<file path="config.mk">
export PLATFORM = sky130hd
export DESIGN_NAME = taxi_meter_core
export DESIGN_NICKNAME = d
export VERILOG_FILES = /design/src/rtl/taxi_meter_pkg.sv /design/src/rtl/bcd_add_n.sv /design/src/rtl/taxi_meter_core.sv
export SDC_FILE = /design/constraint.sdc
export NUM_CORES = 1
export LEC_CHECK = 0
export CAP_MARGIN = 20
export CELL_PAD_IN_SITES_DETAIL_PLACEMENT = 0
export CELL_PAD_IN_SITES_GLOBAL_PLACEMENT = 1
export CORE_MARGIN = 8
export CORE_UTILIZATION = 43
export CTS_BUF_LIST = sky130_fd_sc_hd__clkbuf_8
export CTS_CLUSTER_SIZE = 28
export DETAILED_ROUTE_END_ITERATION = 7
export HOLD_SLACK_MARGIN = 0.08
export PLACE_DENSITY_LB_ADDON = 0.1
export SLEW_MARGIN = 15
export SYNTH_ARGS = -nofsm -noshare
export SYNTH_HDL_FRONTEND = slang
export SYNTH_SLANG_ARGS = --single-unit
</file>
<file path="constraint.sdc">
create_clock -name clk -period 7.66 [get_ports clk]
set_input_delay 2.298 -clock clk [delete_from_list [all_inputs] [get_ports clk]]
set_output_delay 2.298 -clock clk [all_outputs]
set_load 0.01 [all_outputs]
</file>
<file path="src/rtl/taxi_meter_pkg.sv">
// Shared definitions for the taxi fare engine.
//   - trip state encodings as driven on the state output
//   - BCD digit width
//   - all_nines(): saturation value for an n-digit packed BCD field
package taxi_meter_pkg;

  typedef enum logic [1:0] {
    ST_IDLE    = 2'b00,
    ST_HIRED   = 2'b01,
    ST_WAITING = 2'b10,
    ST_STOPPED = 2'b11
  } state_t;

  localparam int BCD_DIGIT = 4;

  // Packed BCD value with the lowest 'digits' digits set to 9 (up to 16 digits).
  function automatic logic [63:0] all_nines(input int digits);
    logic [63:0] r;
    r = 64'd0;
    for (int i = 0; i < 16; i++) begin
      if (i < digits) begin
        r[i*4 +: 4] = 4'h9;
      end else begin
        r[i*4 +: 4] = 4'h0;
      end
    end
    return r;
  endfunction

endpackage

</file>
<file path="src/rtl/bcd_add_n.sv">
// Combinational multi-digit packed BCD adder.
//   a, b  : DIGITS-digit packed BCD operands
//   sum   : DIGITS-digit packed BCD result (modulo 10^DIGITS)
//   carry : carry out of the most significant digit
module bcd_add_n
  import taxi_meter_pkg::*;
#(
  parameter int DIGITS = 4
) (
  input  logic [BCD_DIGIT*DIGITS-1:0] a,
  input  logic [BCD_DIGIT*DIGITS-1:0] b,
  output logic [BCD_DIGIT*DIGITS-1:0] sum,
  output logic                        carry
);

  logic [DIGITS:0] c_s;

  assign c_s[0] = 1'b0;

  for (genvar i = 0; i < DIGITS; i++) begin : g_digit
    logic [4:0] raw_s;
    assign raw_s = {1'b0, a[BCD_DIGIT*i +: BCD_DIGIT]}
                 + {1'b0, b[BCD_DIGIT*i +: BCD_DIGIT]}
                 + {4'd0, c_s[i]};
    // A binary digit sum above 9 is corrected by +6, which also drops the carry bit.
    assign c_s[i+1] = (raw_s > 5'd9);
    assign sum[BCD_DIGIT*i +: BCD_DIGIT] = c_s[i+1] ? 4'(raw_s + 5'd6) : raw_s[3:0];
  end

  assign carry = c_s[DIGITS];

endmodule

</file>
<file path="src/rtl/taxi_meter_core.sv">
// Taxi fare engine: trip state machine, distance and wait accounting,
// shared BCD fare adder with saturation.
//   clk, rst                       : clock, asynchronous active-high reset
//   start, stop, clear             : driver buttons (levels, rising-edge detected)
//   night_mode                     : tariff select, sampled on the start edge
//   pulse_10m                      : asynchronous odometer pulse, one per 10 m
//   day/night_start_fare, *_rate   : BCD tariffs, wait_rate per WAIT_UNIT_SEC
//   fare_bcd, dist_bcd             : packed BCD fare (0.1 yuan) and distance (0.1 km)
//   state                          : 00 IDLE, 01 HIRED, 10 WAITING, 11 STOPPED
//   overflow                       : sticky saturation flag
module taxi_meter_core
  import taxi_meter_pkg::*;
#(
  parameter int FARE_DIGITS   = 4,
  parameter int DIST_DIGITS   = 3,
  parameter int CLK_PER_SEC   = 50_000_000,
  parameter int BASE_DIST     = 30,
  parameter int STALL_SEC     = 10,
  parameter int WAIT_UNIT_SEC = 300
) (
  input  logic                             clk,
  input  logic                             rst,
  input  logic                             start,
  input  logic                             stop,
  input  logic                             clear,
  input  logic                             night_mode,
  input  logic                             pulse_10m,
  input  logic [BCD_DIGIT*FARE_DIGITS-1:0] day_start_fare,
  input  logic [BCD_DIGIT*FARE_DIGITS-1:0] night_start_fare,
  input  logic [BCD_DIGIT*FARE_DIGITS-1:0] day_rate,
  input  logic [BCD_DIGIT*FARE_DIGITS-1:0] night_rate,
  input  logic [BCD_DIGIT*FARE_DIGITS-1:0] wait_rate,
  output logic [BCD_DIGIT*FARE_DIGITS-1:0] fare_bcd,
  output logic [BCD_DIGIT*DIST_DIGITS-1:0] dist_bcd,
  output logic [1:0]                       state,
  output logic                             overflow
);

  localparam int FW      = BCD_DIGIT * FARE_DIGITS;
  localparam int DW      = BCD_DIGIT * DIST_DIGITS;
  localparam int SEC_W   = $clog2(CLK_PER_SEC + 1);
  localparam int STALL_W = $clog2(STALL_SEC + 1);
  localparam int WAIT_W  = $clog2(WAIT_UNIT_SEC + 1);
  localparam int BASE_W  = $clog2(BASE_DIST + 2);
  localparam logic [FW-1:0] FARE_MAX = FW'(all_nines(FARE_DIGITS));
  localparam logic [DW-1:0] DIST_ONE = DW'(1);

  state_t state_r, state_nx;

  logic pulse_s1_r, pulse_s2_r, pulse_s3_r;
  logic start_d_r, stop_d_r, clear_d_r;
  logic start_ev_s, stop_ev_s, clear_ev_s, pulse_ev_s;
  logic running_s, sec_tick_s, moving_s, dist_step_s, charge_s;
  logic stall_done_s, wait_wrap_s, wait_inc_s, add_en_s;

  logic [SEC_W-1:0]   sec_cnt_r;
  logic [3:0]         sub_cnt_r;
  logic [STALL_W-1:0] stall_cnt_r;
  logic [WAIT_W-1:0]  wait_sec_r;
  // Saturates at BASE_DIST: once there, every further 0.1 km is charged.
  logic [BASE_W-1:0]  base_cnt_r;

  logic [FW-1:0] fare_r, rate_r, wait_rate_r, addend_s, fare_sum_s;
  logic          fare_carry_s;
  logic [DW-1:0] dist_r, dist_sum_s;
  logic          dist_carry_s;
  logic          dist_pend_r, wait_pend_r, overflow_r;

  assign start_ev_s = start & ~start_d_r;
  assign stop_ev_s  = stop  & ~stop_d_r;
  assign clear_ev_s = clear & ~clear_d_r;
  assign pulse_ev_s = pulse_s2_r & ~pulse_s3_r;

  assign running_s    = (state_r == ST_HIRED) || (state_r == ST_WAITING);
  assign sec_tick_s   = running_s && (sec_cnt_r == SEC_W'(CLK_PER_SEC - 1));
  // A stop edge swallows a same-cycle pulse so no new fare request is created.
  assign moving_s     = running_s && pulse_ev_s && !stop_ev_s;
  assign dist_step_s  = moving_s && (sub_cnt_r == 4'd9);
  assign charge_s     = dist_step_s && !dist_carry_s && (base_cnt_r == BASE_W'(BASE_DIST));
  assign stall_done_s = (state_r == ST_HIRED) && sec_tick_s && !pulse_ev_s
                        && (stall_cnt_r == STALL_W'(STALL_SEC - 1));
  assign wait_wrap_s  = (state_r == ST_WAITING) && sec_tick_s
                        && (wait_sec_r == WAIT_W'(WAIT_UNIT_SEC - 1));
  assign wait_inc_s   = wait_wrap_s && !stop_ev_s;

  // Distance requests win the shared adder; a waiting request stays pending.
  assign add_en_s = dist_pend_r || wait_pend_r;
  assign addend_s = dist_pend_r ? rate_r : wait_rate_r;

  bcd_add_n #(.DIGITS(FARE_DIGITS)) u_fare_add (
    .a     (fare_r),
    .b     (addend_s),
    .sum   (fare_sum_s),
    .carry (fare_carry_s)
  );

  bcd_add_n #(.DIGITS(DIST_DIGITS)) u_dist_inc (
    .a     (dist_r),
    .b     (DIST_ONE),
    .sum   (dist_sum_s),
    .carry (dist_carry_s)
  );

  // Input conditioning: pulse synchroniser and button edge-detect history.
  always_ff @(posedge clk or posedge rst) begin
    if (rst) begin
      pulse_s1_r <= 1'b0;
      pulse_s2_r <= 1'b0;
      pulse_s3_r <= 1'b0;
      start_d_r  <= 1'b0;
      stop_d_r   <= 1'b0;
      clear_d_r  <= 1'b0;
    end else begin
      pulse_s1_r <= pulse_10m;
      pulse_s2_r <= pulse_s1_r;
      pulse_s3_r <= pulse_s2_r;
      start_d_r  <= start;
      stop_d_r   <= stop;
      clear_d_r  <= clear;
    end
  end

  // Trip state register.
  always_ff @(posedge clk or posedge rst) begin
    if (rst) begin
      state_r <= ST_IDLE;
    end else begin
      state_r <= state_nx;
    end
  end

  // Trip next-state logic.
  always_comb begin
    state_nx = state_r;
    case (state_r)
      ST_IDLE: begin
        if (start_ev_s) state_nx = ST_HIRED;
        else            state_nx = ST_IDLE;
      end
      ST_HIRED: begin
        if (stop_ev_s)         state_nx = ST_STOPPED;
        else if (stall_done_s) state_nx = ST_WAITING;
        else                   state_nx = ST_HIRED;
      end
      ST_WAITING: begin
        if (stop_ev_s)       state_nx = ST_STOPPED;
        else if (pulse_ev_s) state_nx = ST_HIRED;
        else                 state_nx = ST_WAITING;
      end
      ST_STOPPED: begin
        if (clear_ev_s) state_nx = ST_IDLE;
        else            state_nx = ST_STOPPED;
      end
      default: state_nx = ST_IDLE;
    endcase
  end

  // Fare/distance datapath, timers, pending adder requests and saturation.
  always_ff @(posedge clk or posedge rst) begin
    if (rst) begin
      sec_cnt_r   <= SEC_W'(0);
      sub_cnt_r   <= 4'd0;
      stall_cnt_r <= STALL_W'(0);
      wait_sec_r  <= WAIT_W'(0);
      base_cnt_r  <= BASE_W'(0);
      fare_r      <= FW'(0);
      rate_r      <= FW'(0);
      wait_rate_r <= FW'(0);
      dist_r      <= DW'(0);
      dist_pend_r <= 1'b0;
      wait_pend_r <= 1'b0;
      overflow_r  <= 1'b0;
    end else if (state_r == ST_IDLE) begin
      sec_cnt_r   <= SEC_W'(0);
      sub_cnt_r   <= 4'd0;
      stall_cnt_r <= STALL_W'(0);
      wait_sec_r  <= WAIT_W'(0);
      base_cnt_r  <= BASE_W'(0);
      dist_r      <= DW'(0);
      dist_pend_r <= 1'b0;
      wait_pend_r <= 1'b0;
      overflow_r  <= 1'b0;
      if (start_ev_s) begin
        fare_r      <= night_mode ? night_start_fare : day_start_fare;
        rate_r      <= night_mode ? night_rate : day_rate;
        wait_rate_r <= wait_rate;
      end else begin
        fare_r <= FW'(0);
      end
    end else if ((state_r == ST_STOPPED) && clear_ev_s) begin
      fare_r      <= FW'(0);
      dist_r      <= DW'(0);
      dist_pend_r <= 1'b0;
      wait_pend_r <= 1'b0;
      overflow_r  <= 1'b0;
    end else begin
      sec_cnt_r <= (!running_s || sec_tick_s) ? SEC_W'(0) : sec_cnt_r + SEC_W'(1);

      if (moving_s) begin
        sub_cnt_r <= (sub_cnt_r == 4'd9) ? 4'd0 : sub_cnt_r + 4'd1;
      end
      if (dist_step_s && !dist_carry_s) begin
        dist_r <= dist_sum_s;
        if (base_cnt_r != BASE_W'(BASE_DIST)) begin
          base_cnt_r <= base_cnt_r + BASE_W'(1);
        end
      end

      if ((state_r == ST_HIRED) && !pulse_ev_s) begin
        if (sec_tick_s) begin
          stall_cnt_r <= stall_done_s ? STALL_W'(0) : stall_cnt_r + STALL_W'(1);
        end
      end else begin
        stall_cnt_r <= STALL_W'(0);
      end

      // Waiting time is never cleared mid-trip so it accumulates across stalls.
      if (wait_wrap_s) begin
        wait_sec_r <= WAIT_W'(0);
      end else if ((state_r == ST_WAITING) && sec_tick_s) begin
        wait_sec_r <= wait_sec_r + WAIT_W'(1);
      end

      dist_pend_r <= charge_s;
      wait_pend_r <= wait_inc_s || (wait_pend_r && dist_pend_r);

      if (add_en_s) begin
        fare_r <= fare_carry_s ? FARE_MAX : fare_sum_s;
      end
      overflow_r <= overflow_r || (add_en_s && fare_carry_s) || (dist_step_s && dist_carry_s);
    end
  end

  assign fare_bcd = fare_r;
  assign dist_bcd = dist_r;
  assign state    = state_r;
  assign overflow = overflow_r;

endmodule

</file>
### Word-level counts from Yosys, hierarchy flattened

Index checks and enable logic that the tools add are counted.

* add/subtract/negate cells: 21
* multiply operators: 0
* div/mod/pow operators: 0
* $lt $le $gt $ge: 7
* equality and inequality tests: 11
* shift operators: 0
* muxes and demuxes: 50
* bitwise logic cells: 8
* reductions and logical operators: 39

Operators by type and width (number)
* 16-bit 2-to-1 mux: 8
* 26-bit 2-to-1 mux: 3
* 4-bit 2-to-1 mux: 15
* 12-bit 2-to-1 mux: 3
* 9-bit 2-to-1 mux: 4
* 5-bit by 4-bit greater-than comparator with 1-bit output, second input constant: 7
* 26-bit by 1-bit adder with 26-bit output, second input constant: 1
* 26-bit == test, second input constant: 1
* 4-bit by 3-bit adder with 4-bit output, second input constant: 6
* 4-bit by 4-bit adder with 5-bit output: 4
* 5-bit 2-to-1 mux: 4
* 1-bit logical AND: 17
* 5-bit by 1-bit adder with 5-bit output: 3
* 4-bit by 1-bit adder with 5-bit output: 2
* 2-bit 2-to-1 mux: 5
* 9-bit by 1-bit adder with 9-bit output, second input constant: 1
* 9-bit == test, second input constant: 1
* 3-bit nonzero test: 3
* 4-bit by 1-bit adder with 4-bit output, second input constant: 2
* 4-bit == test, second input constant: 2
* 2-bit case mux with 4 select lines: 1
* 2-bit AND reduction: 4
* 1-bit 2-to-1 mux: 7
* 1-bit logical OR: 6
* 14 further kinds: 26

* register bits after elaboration: 119
* latch bits: 0
* bits in writable memories: 0
* bits in read-only memories: 0
* output and inout port bits: 31
* memories: 0

### Longest topological paths before layout

Gate-level depths: netlist of run 1.

* depth in word-level cells: 14
* mapped depth: 32
* depth with buffers taken out: 31

### Modules after synthesis

Synthesis of run 1 repeated with hierarchy kept, for this count alone.

* cell total of the unflattened synthesis: 835
* area, all modules: 7816.2 um2

Modules (own cells, without submodules)
* taxi_meter_core: instances 1, cells an instance 634, area an instance 6153.4 um2, seq. area each 2977.9 um2
* bcd_add_n (u_fare_add): instances 1, cells an instance 115, area an instance 952.2 um2, seq. area each 0.0 um2
* bcd_add_n (u_dist_inc): instances 1, cells an instance 86, area an instance 710.7 um2, seq. area each 0.0 um2

### Worst setup path before layout of run 1

No wires, ideal clock.

* path kind: register to register
* start point: register dist_pend_r
* end point: register fare_r[12], in the netlist fare_bcd[12]
* library setup time: 126 ps
* arrival time: 6907 ps
* path slack: 627 ps
* cell stages (with the launch flop): 32
* path buffers: 2
* period minus slack after synthesis: 7033 ps
* path through: dfrtp_1 clkbuf_1 buf_1 mux2i_1 inv_1 ha_1 a21o_1 a21oi_1 xor2_1 o21a_1 fa_1 inv_1 fa_1 xnor2_1 and2_1 nor2_1 nor2_1 fa_1 inv_1 fa_1 xnor2_1 and2_1 nor2_1 nor2_1 fa_1 inv_1 fa_1 xor2_1 o221a_2 nor3_1 nand2_1 a221o_1

* cells in the longest elaborated chain, start to end: 13
* elaborated cells between the ends (all ways): 18

Ends and longest elaborated chain
* from (decl): RTL line taxi_meter_core.sv:67 `logic dist_pend_r, wait_pend_r, overflow_r;`
* from (signal assigned): RTL line taxi_meter_core.sv:224 `dist_pend_r <= charge_s;`
* 16-bit 2-to-1 mux: RTL line taxi_meter_core.sv:88 `assign addend_s = dist_pend_r ? rate_r : wait_rate_r;`
* 4-bit by 4-bit adder with 5-bit output: RTL line bcd_add_n.sv:23 `+ {1'b0, b[BCD_DIGIT*i +: BCD_DIGIT]}`
* 5-bit by 4-bit greater-than comparator with 1-bit output: RTL line bcd_add_n.sv:26 `assign c_s[i+1] = (raw_s > 5'd9);`
* 5-bit by 1-bit adder with 5-bit output: RTL line bcd_add_n.sv:24 `+ {4'd0, c_s[i]};`
* 5-bit by 4-bit greater-than comparator with 1-bit output: RTL line bcd_add_n.sv:26
* 5-bit by 1-bit adder with 5-bit output: RTL line bcd_add_n.sv:24
* 5-bit by 4-bit greater-than comparator with 1-bit output: RTL line bcd_add_n.sv:26
* 5-bit by 1-bit adder with 5-bit output: RTL line bcd_add_n.sv:24
* 5-bit by 4-bit greater-than comparator with 1-bit output: RTL line bcd_add_n.sv:26
* 16-bit 2-to-1 mux: RTL line taxi_meter_core.sv:228 `fare_r <= fare_carry_s ? FARE_MAX : fare_sum_s;`
* 16-bit 2-to-1 mux: RTL line taxi_meter_core.sv:227 `if (add_en_s) begin`
* 16-bit 2-to-1 mux: RTL line taxi_meter_core.sv:190 `end else if ((state_r == ST_STOPPED) && clear_ev_s) begin`
* 16-bit 2-to-1 mux: RTL line taxi_meter_core.sv:173 `end else if (state_r == ST_IDLE) begin`
* to (signal assigned): RTL line taxi_meter_core.sv:184 `fare_r <= night_mode ? night_start_fare : day_start_fare;`
* to (signal assigned): RTL line taxi_meter_core.sv:228
* to (decl): RTL line taxi_meter_core.sv:63 `logic [FW-1:0] fare_r, rate_r, wait_rate_r, addend_s, fare_sum_s;`

Parallel ways exist; a longest one is shown, timed or not. The select of a mux whose other input is x is not followed.
A chain may end at the register's enable or synchronous reset.

### Worst setup path in the final report of run 1

Same ends and word-level chain as after synthesis.

==> results of run 1 <==
-- what timing repair did --
| action | CTS | global route |
|---|---|---|
| setup endpoints to repair | 0 | 16 |
| hold buffers | 0 | 0 |
| resized for setup | 0 | 7 |
-- through the flow --
step,utilization,worst slack (ns),instances,hold WS [ns],total power [µW]
floorplan,-,0.627,829,0.331,1050
detailed placement,0.520,0.177,1144,0.346,1220
CTS,0.549,0.135,1176,0.363,1940
global route,0.551,0.00801,1176,0.369,2040
finish,0.551,0.634,1176,0.360,1930
global placement,0.520,0.607,1143,0.335,1200
-- worst max-delay path by stage --
stage,slack [ns],endpoint
2_1_floorplan,0.63,fare_bcd[12]
3_3_place_gp,0.61,fare_bcd[12]
3_5_place_dp,0.18,fare_bcd[1]
4_1_cts,0.13,fare_bcd[1]
5_1_grt,0.008,fare_bcd[1]
6_report,0.63,fare_bcd[12]
-- layer usage --
layer  routed length, µm  vias to the layer above  part of all wire
met5                   0                        -                 0
met4                 262                        0             0.013
met3                1170                       25             0.058
met2                9760                      161              0.48
met1                8970                     3174              0.44
li1                    -                     3194                 -
-- power groups by stage --
stage	sequential [µW]	clock, µW	combinational, µW
2_1_floorplan	702	0	351
3_3_place_gp	707	0	491
3_5_place_dp	708	0	508
4_1_cts	696	726	514
5_1_grt	701	751	585
6_report	695	712	525
-- flip-flops by register name, indices dropped and copies added, names as in the netlist, 4 cells and up --
name         count
stall_cnt_r      4
base_cnt_r       5
wait_rate_r     16
sec_cnt_r       26
dist_bcd        12
fare_bcd        16
sub_cnt_r        4
rate_r          16
wait_sec_r       9
-- worst reg2reg max path, delay by kind of cell, from the launching register on --
family | cells | cell delay (ns)
AND/OR/NAND/NOR | 8 | 1.24
XOR/XNOR | 4 | 1.11
buffers and inverters | 5 | 0.45
multiplexers | 1 | 0.29
AO/OA/AOI/OAI | 5 | 1.25
adder cells (fa/ha/maj) | 7 | 2.18
flip-flops | 1 | 0.40
-- layout make-up --
type                       count  area (µm²)
fill                        1595        7770
multi-input combinational    639        4410
inverter                      33         126
clock buffer                  21         289
tap                          225         282
timing repair buffer         128        1240
clock inverter                11         203
sequential                   119        2980
-- kinds of logic after synthesis --
group,Yosys count,share of synthesized area
AOI/OAI and AO/OA,192,0.158
xor gates and xnor gates,37,0.0425
adders and majority gates,46,0.0824
buffers and inverters,71,0.0363
DFF,119,0.391
muxes,69,0.0952
and+or+nand+nor,295,0.195
-- Yosys cell counts, types with 5 or more instances --
master,instances
nand3b_1,6
nand2_1,77
a21oi_1,56
mux2i_1,41
or3_1,7
nor4_1,11
dfrtp_1,119
xor2_1,20
mux2_2,28
and2_1,7
clkbuf_1,28
inv_1,33
xnor2_1,17
and4_1,5
ha_1,39
o21ai_0,56
fa_1,7
buf_2,5
nand2b_1,11
a31oi_1,13
nand4_1,7
nor3_1,20
a211oi_1,8
and3_1,8
a21o_1,6
nand3_1,28
nor2b_1,14
nor2_1,78
-- placed cells by master, fill, tap and decap left out, types with 10 or more instances in the layout --
| master | netlist | routed |
|---|---|---|
| dfrtp_1 | 119 | 119 |
| clkdlybuf4s50_1 | 0 | 116 |
| nor2_1 | 78 | 78 |
| nand2_1 | 77 | 76 |
| o21ai_0 | 56 | 56 |
| a21oi_1 | 56 | 56 |
| mux2i_1 | 41 | 41 |
| ha_1 | 39 | 39 |
| inv_1 | 33 | 36 |
| nand3_1 | 28 | 28 |
| mux2_2 | 28 | 28 |
| clkbuf_8 | 0 | 21 |
| xor2_1 | 20 | 19 |
| nor3_1 | 20 | 18 |
| xnor2_1 | 17 | 17 |
| nor2b_1 | 14 | 14 |
| a31oi_1 | 13 | 13 |
| nand2b_1 | 11 | 11 |
| nor4_1 | 11 | 10 |
| buf_4 | 1 | 10 |
==> results.yml, run 1 <==
critical_path:
  crit_fanout: 8
  crit_type: "reg2reg"
  r2r_start: "dist_pend_r"
  startpoint: "dist_pend_r"
  critPathLaunchType: "flop"
  rr_worst_depth: 30
  cp.arrival_ns: 7.36
  crit_path_frequent_cell: "fa_1"
  crit_path_top_delay_cell: "fa_1"
  cp_top_family: "adder cells"
  slowest_delay_ns: 0.45
  rr_endpoint: "fare_bcd[12]"
  end_kind: "flop"
  regToRegSetupSlack_ns: 0.63
  cp.depth: 30
  cp_num_buf_inv: 5
  cp.required_ns: 8.00
yosys:
  yosys_warnings: 0
  yosysSeqAreaShare: 0.391
  synth_area_per_cell_um2: 9.19
  syn-num-nets: 962
  synthTopCellsByArea: "dfrtp_1, ha_1, mux2i_1"
  syn_inst: 829
  synth_cell_types: 65
  synth_area_leader_cell: "dfrtp_1"
  dominantRegCellSynth: "dfrtp_1"
  async_flop_share: 1.00
  synth_edf_count: 0
  synth_top_area_frac: 0.391
  syn-cell-area_um2: 7620
  ys_ff_latch: 119
routing:
  drt-wirelength-per-cell_um: 17.1
  first_iter_violations: 334
  wl_mm: 20.2
  first_pass_iters: 6
  drcViolationCount: 0
  ant_nets: 0
  vias: 6554
  viasPerCell: 5.57
timing:
  slew_headroom: 0.319
  worst_pin_slew_ns: 1.02
  setup_violations: 0
  finalHoldViolCount: 0
  fin_crit_sh: 0.917
  rsz0062_at_grt: "false"
  final.min_clock_period_ns: 7.03
  finalMaxSlewViolations: 0
  fin_tns_setup_ns: 0
  skew_ns: 0.0116
  fmax_ghz: 0.142
clocking:
  clk_pin_slew_ns: 0.07
  max-clock-path-buffers: 2
  clk_latency_ns: 0.45
  htree_levels: 4
  cts_buffers: 17
  root_buffer: "clkbuf_8"
  cts_sinks: 119
  cts_tree: "done"
  postCtsSetupBuffers: 0
global_routing:
  grt_max_degree: 64
  grt_use_total: 0.184
  busiest_layer: "met2"
  grt_pass1_vias: 6550
  grtUsageMet3: 0.0440
  antenna_found_initial: 0
  grt_pass1_wl_mm: 33.1
  gr-total-overflow: 0
  grt_util_met1: 0.232
  gr-usage-met2: 0.304
pwr:
  power_frac_seq: 0.360
  pwr-share-clk: 0.368
  leakagePower_uw: 0.00399
  p_sw_frac: 0.294
  max-vdd-ir-drop_mv: 0.120
  p_int_uw: 1360
  power.switching_uw: 568
  power.density_nw_per_um2: 203
  comb_power_share: 0.272
min_path:
  holdPathStages: 0
  hp-class: "reg2reg"
  min_from: "pulse_s1_r"
  hold-path-endpoint: "pulse_s2_r"
placement:
  gp_congestion: 0.859
  place_area_um2: 9000
  portBuffers: 117
  dp_hpwl_mm: 14.9
final_layout:
  drive_gt1_frac: 0.0862
  syn_to_final_growth_pct: 25.1
  diodes: 0
  nets: 1071
  fin_area_um2: 9530
floorplan:
  coreArea_um2: 17300
  dieArea_um2: 22200
  fp.dieH_um: 149
  start_util: 0.441
  io_pins: 118
  row_count: 48
  die_w_um: 149
status:
  outcome: "complete, no violations"
job:
  cap_viol_max_count: 0
Note: power is estimated with default switching activity, not from simulation.
==> run 2, diff against run 1 <==
--- a/config.mk
+++ b/config.mk
@@ -9,7 +9,7 @@
 export CELL_PAD_IN_SITES_DETAIL_PLACEMENT = 0
 export CELL_PAD_IN_SITES_GLOBAL_PLACEMENT = 1
 export CORE_MARGIN = 8
-export CORE_UTILIZATION = 43
+export CORE_UTILIZATION = 39
 export CTS_BUF_LIST = sky130_fd_sc_hd__clkbuf_8
 export CTS_CLUSTER_SIZE = 28
 export DETAILED_ROUTE_END_ITERATION = 7
==> constraint.sdc (replaced) <==
create_clock -name clk -period 6.2 [get_ports clk]
set_input_delay 1.86 -clock clk [delete_from_list [all_inputs] [get_ports clk]]
set_output_delay 1.86 -clock clk [all_outputs]
set_load 0.01 [all_outputs]
==> results.yml, run 2 (synthesis gave the netlist of run 1 again) <==
status:
  outcome: "complete, no violations"
critical_path:
  slowest_delay_ns: 0.55
  crit_path_end: "fare_bcd[14]"
  startpoint: "dist_pend_r"
  cp.required_ns: 6.57
  rr_endpoint: "fare_bcd[14]"
  crit_fanout: 6
  regToRegSetupSlack_ns: 0.07
  end_kind: "flop"
  rr_worst_depth: 30
  crit_path_top_delay_cell: "fa_2"
  r2r_start: "dist_pend_r"
  critPathLaunchType: "flop"
  crit_type: "reg2reg"
  cp.arrival_ns: 6.50
  crit_path_frequent_cell: "fa_2"
timing:
  worst_pin_slew_ns: 1.20
  fin_crit_sh: 0.989
  setup_violations: 0
  rsz0062_at_grt: "true"
  skew_ns: 0.0134
  fmax_ghz: 0.163
  final.min_clock_period_ns: 6.13
  slew_headroom: 0.194
  finalHoldViolCount: 0
  finalMaxSlewViolations: 0
  timing.final.ws_setup_ns: 0.0708
final_layout:
  drive_gt1_frac: 0.164
  multiInputGateArea_um2: 4650
  seq_area_um2: 2980
  syn_to_final_growth_pct: 31.1
  nets: 1099
  final_cell_mix: "dfrtp_1, clkdlybuf4s50_1, nand2_1"
  diodes: 0
  nFillCells: 1829
  max_flop_register: "sec_cnt_r"
  largest_reg_flops: 26
  layout_commonest_cell: "dfrtp_1"
  fin_area_um2: 9990
floorplan:
  dieArea_um2: 24300
  start_util: 0.394
  die_w_um: 156
  row_count: 51
  io_pins: 118
  fp.dieH_um: 156
  coreArea_um2: 19300
routing:
  first_pass_iters: 5
  drt-wirelength-per-cell_um: 17.2
  wl_mm: 21.3
  ant_nets: 0
  drcViolationCount: 0
  viasPerCell: 5.33
  first_iter_violations: 345
  vias: 6627
global_routing:
  grt_use_total: 0.177
  antenna_found_initial: 0
  gr-total-overflow: 0
  grt_pass1_wl_mm: 34.8
  grt_max_degree: 67
  grt_pass1_vias: 6826
placement:
  portBuffers: 117
  pre_cts_ws_ns: -0.183
  gp_congestion: 0.878
  dp_hpwl_mm: 15.6
  place_area_um2: 9250
clocking:
  clk_pin_slew_ns: 0.07
  htree_levels: 4
  max-clock-path-buffers: 2
  cts_sinks: 119
  holdBufCountCts: 0
  cts_tree: "done"
  root_buffer: "clkbuf_8"
  cts_buffers: 17
  clk_latency_ns: 0.44
job:
  cap_viol_max_count: 0
pwr:
  power.density_nw_per_um2: 255
  leakagePower_uw: 0.00413
  max-vdd-ir-drop_mv: 0.136
min_path:
  hp-class: "reg2reg"
[run 2: worst max-delay path: cells and delay by family (launching register included)]
family                   cells  cell delay, ns
AO/OA/AOI/OAI                3            0.48
multiplexers                 1            0.32
buffers and inverters        8            0.63
flip-flops                   1            0.45
adder cells (fa/ha/maj)      8            2.98
AND/OR/NAND/NOR             10            1.20
[run 2: where the power goes]
part           switching (µW)  leakage (µW)  internal, µW
registers                35.8       0.00158           825
logic                     441       0.00234           459
clock network             327      0.000210           456
total                     803       0.00413          1740
[run 2: worst min path at each step]
stage	from	end	slack (ns)	depth (start not counted)
6_report	pulse_s1_r	pulse_s2_r	0.35	0
5_1_grt	pulse_s1_r	pulse_s2_r	0.36	0
4_1_cts	pulse_s1_r	pulse_s2_r	0.36	0
3_5_place_dp	pulse_s1_r	pulse_s2_r	0.34	0
3_3_place_gp	pulse_s1_r	pulse_s2_r	0.34	0
2_1_floorplan	pulse_s1_r	pulse_s2_r	0.33	0
[run 2: cell type report]
type                            instances  area share
Clock buffer                           19      0.0262
Clock inverter                         13      0.0178
Inverter                               33      0.0127
Multi-Input combinational cell        639       0.465
Sequential cell                       119       0.298
Tap cell                              265      0.0332
Timing Repair Buffer                  156       0.147
[run 2: what timing repair did]
| item | CTS | global route |
|---|---|---|
| endpoints found under the setup margin | 16 | 34 |
| pin swaps | 8 | 24 |
| setup buffers | 5 | 7 |
| resized for setup | 23 | 31 |
| hold endpoints to repair | 0 | 0 |
[run 2: routing by layer]
layer  vias to the layer above  wire length (µm)  global-route usage
li1                       3238                 -                   -
met2                       112             10300               0.295
met1                      3264              9910               0.226
met3                        13               806              0.0388
met5                         -                 0                   0
met4                         0               291              0.0531
[run 2: per-stage QoR]
stage	utilization	setup TNS (ns)	total power, µW	instances	hold WS (ns)
after floorplan	-	0	1330	829	0.331
after global placement	0.478	0	1580	1199	0.336
after detailed placement	0.478	-2.24	1600	1200	0.339
after CTS	0.507	0	2450	1237	0.356
after global routing	0.517	-2.19	2700	1244	0.358
final	0.517	0	2540	1244	0.352
==> run 3, diff against run 2 <==
--- a/config.mk
+++ b/config.mk
@@ -9,12 +9,12 @@
 export CELL_PAD_IN_SITES_DETAIL_PLACEMENT = 0
 export CELL_PAD_IN_SITES_GLOBAL_PLACEMENT = 1
 export CORE_MARGIN = 8
-export CORE_UTILIZATION = 39
+export CORE_UTILIZATION = 43
 export CTS_BUF_LIST = sky130_fd_sc_hd__clkbuf_8
 export CTS_CLUSTER_SIZE = 28
 export DETAILED_ROUTE_END_ITERATION = 7
 export HOLD_SLACK_MARGIN = 0.08
-export PLACE_DENSITY_LB_ADDON = 0.1
+export PLACE_DENSITY = 0.9
 export SLEW_MARGIN = 15
 export SYNTH_ARGS = -nofsm -noshare
 export SYNTH_HDL_FRONTEND = slang
==> constraint.sdc (replaced) <==
create_clock -name clk -period 6.5 [get_ports clk]
set_input_delay 1.95 -clock clk [delete_from_list [all_inputs] [get_ports clk]]
set_output_delay 1.95 -clock clk [all_outputs]
set_load 0.01 [all_outputs]
==> results.yml, run 3 (synthesis gave the netlist of run 1 again) <==
status:
  outcome: "complete, no violations"
placement:
  portBuffers: 117
  gp_congestion: 0.869
  place_area_um2: 9090
  dp_cells: 1152
  dp_hpwl_mm: 14.2
  pre_cts_ws_ns: -0.0390
global_routing:
  grt_pass1_wl_mm: 31.7
  antenna_found_initial: 0
  grt_pass1_vias: 6244
  grt_use_total: 0.176
  grt_max_degree: 54
  gr-total-overflow: 0
clocking:
  max-clock-path-buffers: 2
  clk_pin_slew_ns: 0.07
  cts_tree: "done"
  cts_buffers: 17
  htree_levels: 4
  holdBufCountCts: 0
  clk_latency_ns: 0.44
  root_buffer: "clkbuf_8"
  cts_sinks: 119
routing:
  wl_mm: 19.8
  drcViolationCount: 0
  viasPerCell: 5.52
  first_iter_violations: 428
  drt-wirelength-per-cell_um: 16.6
  ant_nets: 0
  first_pass_iters: 6
  vias: 6586
timing:
  skew_ns: 0.0108
  fmax_ghz: 0.156
  finalHoldViolCount: 0
  timing.final.ws_setup_ns: 0.0898
  setup_violations: 0
  fin_crit_sh: 0.986
  final.min_clock_period_ns: 6.41
  holdWs_ns: 0.353
  slew_headroom: 0.326
  finalMaxSlewViolations: 0
  worst_pin_slew_ns: 1.01
final_layout:
  fin_area_um2: 9680
  layout_commonest_cell: "dfrtp_1"
  final_cell_mix: "dfrtp_1, clkdlybuf4s50_1, nand2_1"
  diodes: 0
  multiInputGateArea_um2: 4570
  max_flop_register: "sec_cnt_r"
  nets: 1089
  final_cells: 1193
  syn_to_final_growth_pct: 27.1
  seq_area_um2: 2980
  largest_reg_flops: 26
  nFillCells: 1563
  drive_gt1_frac: 0.140
min_path:
  hp-class: "reg2reg"
critical_path:
  critPathLaunchType: "flop"
  end_kind: "flop"
  cp.required_ns: 6.81
  crit_fanout: 7
  cp.arrival_ns: 6.72
  cp_top_family: "adder cells"
  crit_type: "reg2reg"
  cp_num_buf_inv: 6
  crit_path_top_delay_cell: "fa_2"
  slowest_delay_ns: 0.56
  crit_path_frequent_cell: "fa_2"
pwr:
  max-vdd-ir-drop_mv: 0.155
  report.power.total_uw: 2170
  leakagePower_uw: 0.00405
  power.density_nw_per_um2: 224
floorplan:
  row_count: 48
  coreArea_um2: 17300
  die_w_um: 149
  io_pins: 118
  fp.dieH_um: 149
  dieArea_um2: 22200
  start_util: 0.441
job:
  cap_viol_max_count: 0
-- run 3: repair_timing --
action                                  CTS  global route
endpoints found under the setup margin    7            16
gates resized for setup                   2            44
setup buffers                             0            10
hold endpoints to repair                  0             0
pin swaps                                 0            18
-- run 3: area by class of cell --
class | count | area share
multi-input combinational | 639 | 0.472
sequential | 119 | 0.308
inverter | 33 | 0.0130
tap | 225 | 0.0291
clock inverter | 9 | 0.00388
timing repair buffer | 146 | 0.143
clock buffer | 22 | 0.0313
-- run 3: stage by stage --
stage | setup TNS [ns] | util
6_report | 0 | 0.560
2_1_floorplan | 0 | -
4_1_cts | 0 | 0.545
3_5_place_dp | -0.0819 | 0.525
5_1_grt | -1.67 | 0.560
3_3_place_gp | 0 | 0.524
-- run 3: metal layers --
layer,track usage,part of all wire,vias to the layer above
li1,-,-,3226
met1,0.239,0.47,3167
met2,0.274,0.46,181
met3,0.0495,0.062,12
met4,0.0338,0.0062,0
met5,0,0,-
-- run 3: report_power, final --
part / switching [µW] / internal, µW / leakage (µW)
Sequential: 34.1 / 788 / 0.00158
Clock: 285 / 302 / 0.000202
Combinational: 379 / 384 / 0.00228
Total: 699 / 1470 / 0.00405
-- run 3: path summary, 6_finish.rpt --
path,cells after the start,startpoint,end,slack (ns)
min in group asynchronous,2,rst,wait_rate_r[12],1.91
min reg2reg,0,pulse_s1_r,pulse_s2_r,0.35
min,0,pulse_s1_r,pulse_s2_r,0.35
max,28,dist_pend_r,fare_bcd[12],0.09
max reg2reg,28,dist_pend_r,fare_bcd[12],0.09
max in group asynchronous,3,rst,dist_pend_r,3.47
